`src/rtl/aver_filter_3x3.sv`:
```
// 3x3 mean (box) filter stage for one colour channel.
// Consumes the window from the line-buffer matrix stage and emits floor(sum/9)
// for interior pixels and the centre pixel for border pixels or in bypass.
// Data and hs/vs/de share a fixed 4-cycle latency.
// Build option: define AVER_ROUND_EN to round to nearest instead of flooring.
module aver_filter_3x3 #(
  parameter int unsigned H_ACTIVE = 1920,
  parameter int unsigned V_ACTIVE = 1080
) (
  input  logic       video_clk,
  input  logic       rst,
  input  logic       filter_en,
  input  logic       video_hs,
  input  logic       video_vs,
  input  logic       video_de,
  input  logic [7:0] matrix11,
  input  logic [7:0] matrix12,
  input  logic [7:0] matrix13,
  input  logic [7:0] matrix21,
  input  logic [7:0] matrix22,
  input  logic [7:0] matrix23,
  input  logic [7:0] matrix31,
  input  logic [7:0] matrix32,
  input  logic [7:0] matrix33,
  output logic       filt_hs,
  output logic       filt_vs,
  output logic       filt_de,
  output logic [7:0] filt_data
);

  localparam int unsigned XW = (H_ACTIVE > 1) ? $clog2(H_ACTIVE) : 1;
  localparam int unsigned YW = (V_ACTIVE > 1) ? $clog2(V_ACTIVE) : 1;
  localparam int unsigned RW = 10;
  localparam int unsigned SW = 12;
  localparam int unsigned PW = 25;
  localparam int unsigned DW = 8;
  localparam int unsigned PD = 3;
  // ceil(65536/9): multiply-and-shift gives an exact divide-by-9 over the sum range
  localparam logic [PW-1:0] RECIP = PW'(7282);

  logic          de_d;
  logic          vs_d;
  logic          frame_en;
  logic          synced;
  logic [XW-1:0] x_cnt;
  logic [YW-1:0] y_cnt;

  logic          vs_rise_c;
  logic          de_fall_c;
  logic          border_c;
  logic          bypass_c;

  logic [RW-1:0] r1;
  logic [RW-1:0] r2;
  logic [RW-1:0] r3;
  logic [SW-1:0] sum;
  logic [PW-1:0] prod;

  logic [PD-1:0] hs_s;
  logic [PD-1:0] vs_s;
  logic [PD-1:0] de_s;
  logic [PD-1:0] byp_s;
  logic [DW-1:0] m22_s [PD];

  // Edge detection and per-pixel border / bypass decision on the input side
  always_comb begin
    vs_rise_c = video_vs && !vs_d;
    de_fall_c = de_d && !video_de;
    border_c  = !synced
             || (x_cnt == '0) || (x_cnt == XW'(H_ACTIVE - 1))
             || (y_cnt == '0) || (y_cnt == YW'(V_ACTIVE - 1));
    bypass_c  = border_c || !frame_en;
  end

  // Pixel/line position counters and frame-level filter enable
  always_ff @(posedge video_clk) begin
    if (rst) begin
      de_d     <= 1'b0;
      vs_d     <= 1'b0;
      frame_en <= 1'b1;
      synced   <= 1'b0;
      x_cnt    <= '0;
      y_cnt    <= '0;
    end else begin
      de_d <= video_de;
      vs_d <= video_vs;
      if (vs_rise_c) begin
        frame_en <= filter_en;
        synced   <= 1'b1;
      end
      // over-long lines hold at the last column until de falls
      if (de_fall_c) begin
        x_cnt <= '0;
      end else if (video_de && (x_cnt != XW'(H_ACTIVE - 1))) begin
        x_cnt <= x_cnt + XW'(1);
      end
      // vs rise takes priority over a coincident de fall
      if (vs_rise_c) begin
        y_cnt <= '0;
      end else if (de_fall_c) begin
        y_cnt <= y_cnt + YW'(1);
      end
    end
  end

  // Arithmetic pipeline: row sums, window sum, reciprocal multiply, output select
  always_ff @(posedge video_clk) begin
    if (rst) begin
      r1        <= '0;
      r2        <= '0;
      r3        <= '0;
      sum       <= '0;
      prod      <= '0;
      filt_data <= '0;
    end else begin
      r1   <= RW'(matrix11) + RW'(matrix12) + RW'(matrix13);
      r2   <= RW'(matrix21) + RW'(matrix22) + RW'(matrix23);
      r3   <= RW'(matrix31) + RW'(matrix32) + RW'(matrix33);
`ifdef AVER_ROUND_EN
      sum  <= SW'(r1) + SW'(r2) + SW'(r3) + SW'(4);
`else
      sum  <= SW'(r1) + SW'(r2) + SW'(r3);
`endif
      prod <= PW'(sum) * RECIP;
      filt_data <= de_s[PD-1] ? (byp_s[PD-1] ? m22_s[PD-1] : DW'(prod >> 16)) : '0;
    end
  end

  // Sync, bypass flag and centre pixel delay lines matched to the arithmetic
  always_ff @(posedge video_clk) begin
    if (rst) begin
      hs_s    <= '0;
      vs_s    <= '0;
      de_s    <= '0;
      byp_s   <= '0;
      filt_hs <= 1'b0;
      filt_vs <= 1'b0;
      filt_de <= 1'b0;
      for (int i = 0; i < PD; i++) begin
        m22_s[i] <= '0;
      end
    end else begin
      hs_s    <= {hs_s[PD-2:0], video_hs};
      vs_s    <= {vs_s[PD-2:0], video_vs};
      de_s    <= {de_s[PD-2:0], video_de};
      byp_s   <= {byp_s[PD-2:0], bypass_c};
      filt_hs <= hs_s[PD-1];
      filt_vs <= vs_s[PD-1];
      filt_de <= de_s[PD-1];
      m22_s[0] <= matrix22;
      for (int i = 1; i < PD; i++) begin
        m22_s[i] <= m22_s[i-1];
      end
    end
  end

endmodule
```
`config.mk`:
```
export PLATFORM = sky130hd
export DESIGN_NAME = aver_filter_3x3
export DESIGN_NICKNAME = d
export VERILOG_FILES = /design/src/rtl/aver_filter_3x3.sv
export SDC_FILE = /design/constraint.sdc
export NUM_CORES = 1
export LEC_CHECK = 0
export ABC_AREA = 1
export BUFFER_PORTS_ARGS = -buffer_cell sky130_fd_sc_hd__buf_2
export CELL_PAD_IN_SITES_DETAIL_PLACEMENT = 0
export CELL_PAD_IN_SITES_GLOBAL_PLACEMENT = 1
export CORE_UTILIZATION = 45
export DETAILED_ROUTE_END_ITERATION = 16
export PLACE_DENSITY = 0.89
export SKIP_CTS_REPAIR_TIMING = 1
export SYNTH_ARGS = -nofsm -noshare
export SYNTH_HDL_FRONTEND = slang
export SYNTH_SLANG_ARGS = --single-unit
```
`constraint.sdc`:
```
create_clock -name video_clk -period 10 [get_ports video_clk]
set_input_delay 0.5 -clock video_clk [delete_from_list [all_inputs] [get_ports video_clk]]
set_output_delay 0.5 -clock video_clk [all_outputs]
set_load 0.02 [all_outputs]
```
==> reports/results.ini <==
[clocking]
htreeDepth = 4
cts_sinks = 121
clock_latency_ns = 0.42
cts_root_buffer = clkbuf_16
cts.path.max_buffers = 2
path_clk_slew_ns = 0.06
cts_tree = done
cts_made_buffers = 17

[timing]
fin_crit_sh_pct = 42.09
worstMarginPinSlew_ns = 0.6140
slew_viol_final = 0
relSlewSlack_pct = 59.07
setup-tns-final_ns = 0
setup_viol = 0
hold_violations = 0
fin_skew_ns = 0.004845
min_period_ns = 4.209
finalWorstSetupSlack_ns = 5.791
fmax_mhz = 237.6
grt_setup_unrepaired = no

[synth]
syn_nets = 1236
synth_cells = 991
synthXorXnorAreaFrac_pct = 1.295
ys_types = 33
yosysSeqAreaShare_pct = 29.84
ys.warnings.count = 0
avgSynthCellArea_um2 = 8.190
yosys.area_share.simple_pct = 16.76
syn-cell-area_um2 = 8117
synth_top_family_by_area = adder cells
synth_compound_area_share_pct = 10.39
synth_fa_ha_area_share_pct = 31.94
muxShareOfSynthArea_pct = 0
synth-seq-cells = 121

[global_routing]
grt_first_pass_wirelength_um = 28300
grt_start_max_net_pins = 63
grt.overflow.total = 0
antenna_found_initial = 0
grt_pass1_vias = 6150
track_usage_pct = 19.39

[critical_path]
crit_path_frequent_cell = inv_1
cp.required_ns = 10.36
critPathSlowestCell = fa_1
cp_cell_sequence = fa_1 -> ha_1 -> inv_1 -> fa_1 -> inv_1 -> fa_1 -> inv_1 -> fa_1 -> inv_1 -> ha_1 -> nand2_1 -> inv_1 -> a21boi_0 -> nand2_1 -> nand2_1 -> nand3_1 -> nand2_1 -> inv_1 -> nor2_1
critical-path-max-stage-delay_ns = 0.53
crit_fanout = 5
cp-start-kind = flip-flop
cp-end-kind = flip-flop
worstSetupPathType = flip-flop to flip-flop
crit_arrival_ns = 4.56

[layout]
mostFrequentLayoutCells = inv_1, nand2_1, dfxtp_1
syn2layout_area_growth_pct = 15.71
fillers = 1630
final_common_cell = inv_1
num_antenna_cells = 0
drive_above_1_share_pct = 11.99
design_area_um2 = 9392
nets = 1333

[drt]
drt-pass1-iter-count = 5
wl_per_cell_um = 12.21
postRouteAntennaNets = 0
vias_per_cell = 4.815
drt_iter0_markers = 302
drc = 0
finalWirelength_um = 16190
via_count = 6385

[die]
dieArea_um2 = 18580
fp.dieW_um = 136.3
die_y_um = 136.3
ioPinCount = 89
initial_core_util_pct = 46.44
core_um2 = 17480
row_count = 48

[place]
dpl_worst_slack_ns = 5.809
portBuffers = 88
place_area_um2 = 8800
hpwl_um = 13210
routabilityCongestion = 0.9082

[outcome]
status = complete, no violations

[job]
cap_violations = 0

[worst_hold_path]
worstHoldPathType = primary input to flip-flop

[worst max-delay path, delay by kind of cell, from the launching register on]
| kind | cells | cell delay (ns) |
|---|---|---|
| adders and majority gates | 6 | 2.66 |
| AOI/OAI and AO/OA | 1 | 0.22 |
| and+or+nand+nor | 6 | 0.54 |
| DFF | 1 | 0.44 |
| buffers and inverters | 6 | 0.30 |
[synthesized netlist by cell type]
cell	instances	share of area, %
o21ai_0	37	2.3
xnor2_1	4	0.43
nor3_2	1	0.12
a21boi_0	4	0.37
a21oi_1	85	5.2
o31ai_1	6	0.55
dfxtp_1	121	30
o21ai_1	2	0.12
nand2_1	147	6.8
nor2_1	116	5.4
buf_1	1	0.046
o21bai_1	4	0.37
a31oi_1	2	0.15
nand3_1	28	1.7
buf_6	1	0.14
nor4_2	1	0.15
nor2_2	3	0.23
o21a_1	7	0.65
inv_1	196	9.1
clkbuf_1	9	0.42
nor3_1	17	1.0
inv_2	1	0.046
nand2_2	3	0.23
xor2_1	8	0.86
nand4_1	8	0.62
ha_1	100	15
nor3_4	1	0.20
a211oi_1	1	0.093
buf_2	1	0.062
nand3b_1	2	0.18
nor4_1	1	0.077
a21o_1	6	0.55
fa_1	67	17
[final timing paths]
| kind | cells past startpoint | from | end | slack, ns |
|---|---|---|---|---|
| setup / recovery | 19 | sum[3]$_SDFF_PP0_ | prod[23]$_SDFF_PP0_ | 5.79 |
| hold / removal | 3 | filter_en | frame_en$_SDFFE_PP1P_ | 0.29 |
| setup reg to reg | 19 | sum[3]$_SDFF_PP0_ | prod[23]$_SDFF_PP0_ | 5.79 |
| hold reg to reg | 2 | m22_s[0][1]$_SDFF_PP0_ | m22_s[0][9]$_SDFF_PP0_ | 0.40 |
[cells by family after synthesis]
family | count (synthesis)
buf+inv | 209
simple gates | 328
xor+xnor | 12
compound gates | 154
fa+ha+maj | 167
flops | 121
[sequential cells by signal, summed over array words and instances (netlist names), 8 cells and up]
register	flops
prod	8
r3	10
r2	10
r1	10
m22_s	24
sum	12
filt_data	8
y_cnt	11
x_cnt	11
[routing by layer]
metal	up-vias	wire (µm)	GRT usage, %
li1	3322	-	-
met1	2915	8054	26.24
met2	127	7355	31.11
met3	21	521	3.169
met4	0	257	6.914
met5	-	0	0
[cell type report]
type,count,area [µm²],area share [%]
Tap cell,225,281.5,2.998
Sequential cell,121,2422,25.79
Timing Repair Buffer,90,455.4,4.849
Inverter,197,739.5,7.874
Clock inverter,15,166.4,1.772
Multi-Input combinational cell,661,4901,52.18
Clock buffer,17,425.4,4.530
[metrics by stage]
| stage | hold slack, ns | cells | util (%) |
|---|---|---|---|
| 5_1_grt | 0.3053 | 1326 | 53.74 |
| 3_5_place_dp | 0.3916 | 1294 | 50.35 |
| 2_1_floorplan | 0.3883 | 991 | - |
| 6_report | 0.2947 | 1326 | 53.74 |
| 4_1_cts | 0.2829 | 1326 | 53.74 |
| 3_3_place_gp | 0.3890 | 1294 | 50.35 |
Power is left out: the tool's default activity adds up to more than one toggle a clock period on the data nets, which glitch-free logic cannot reach.
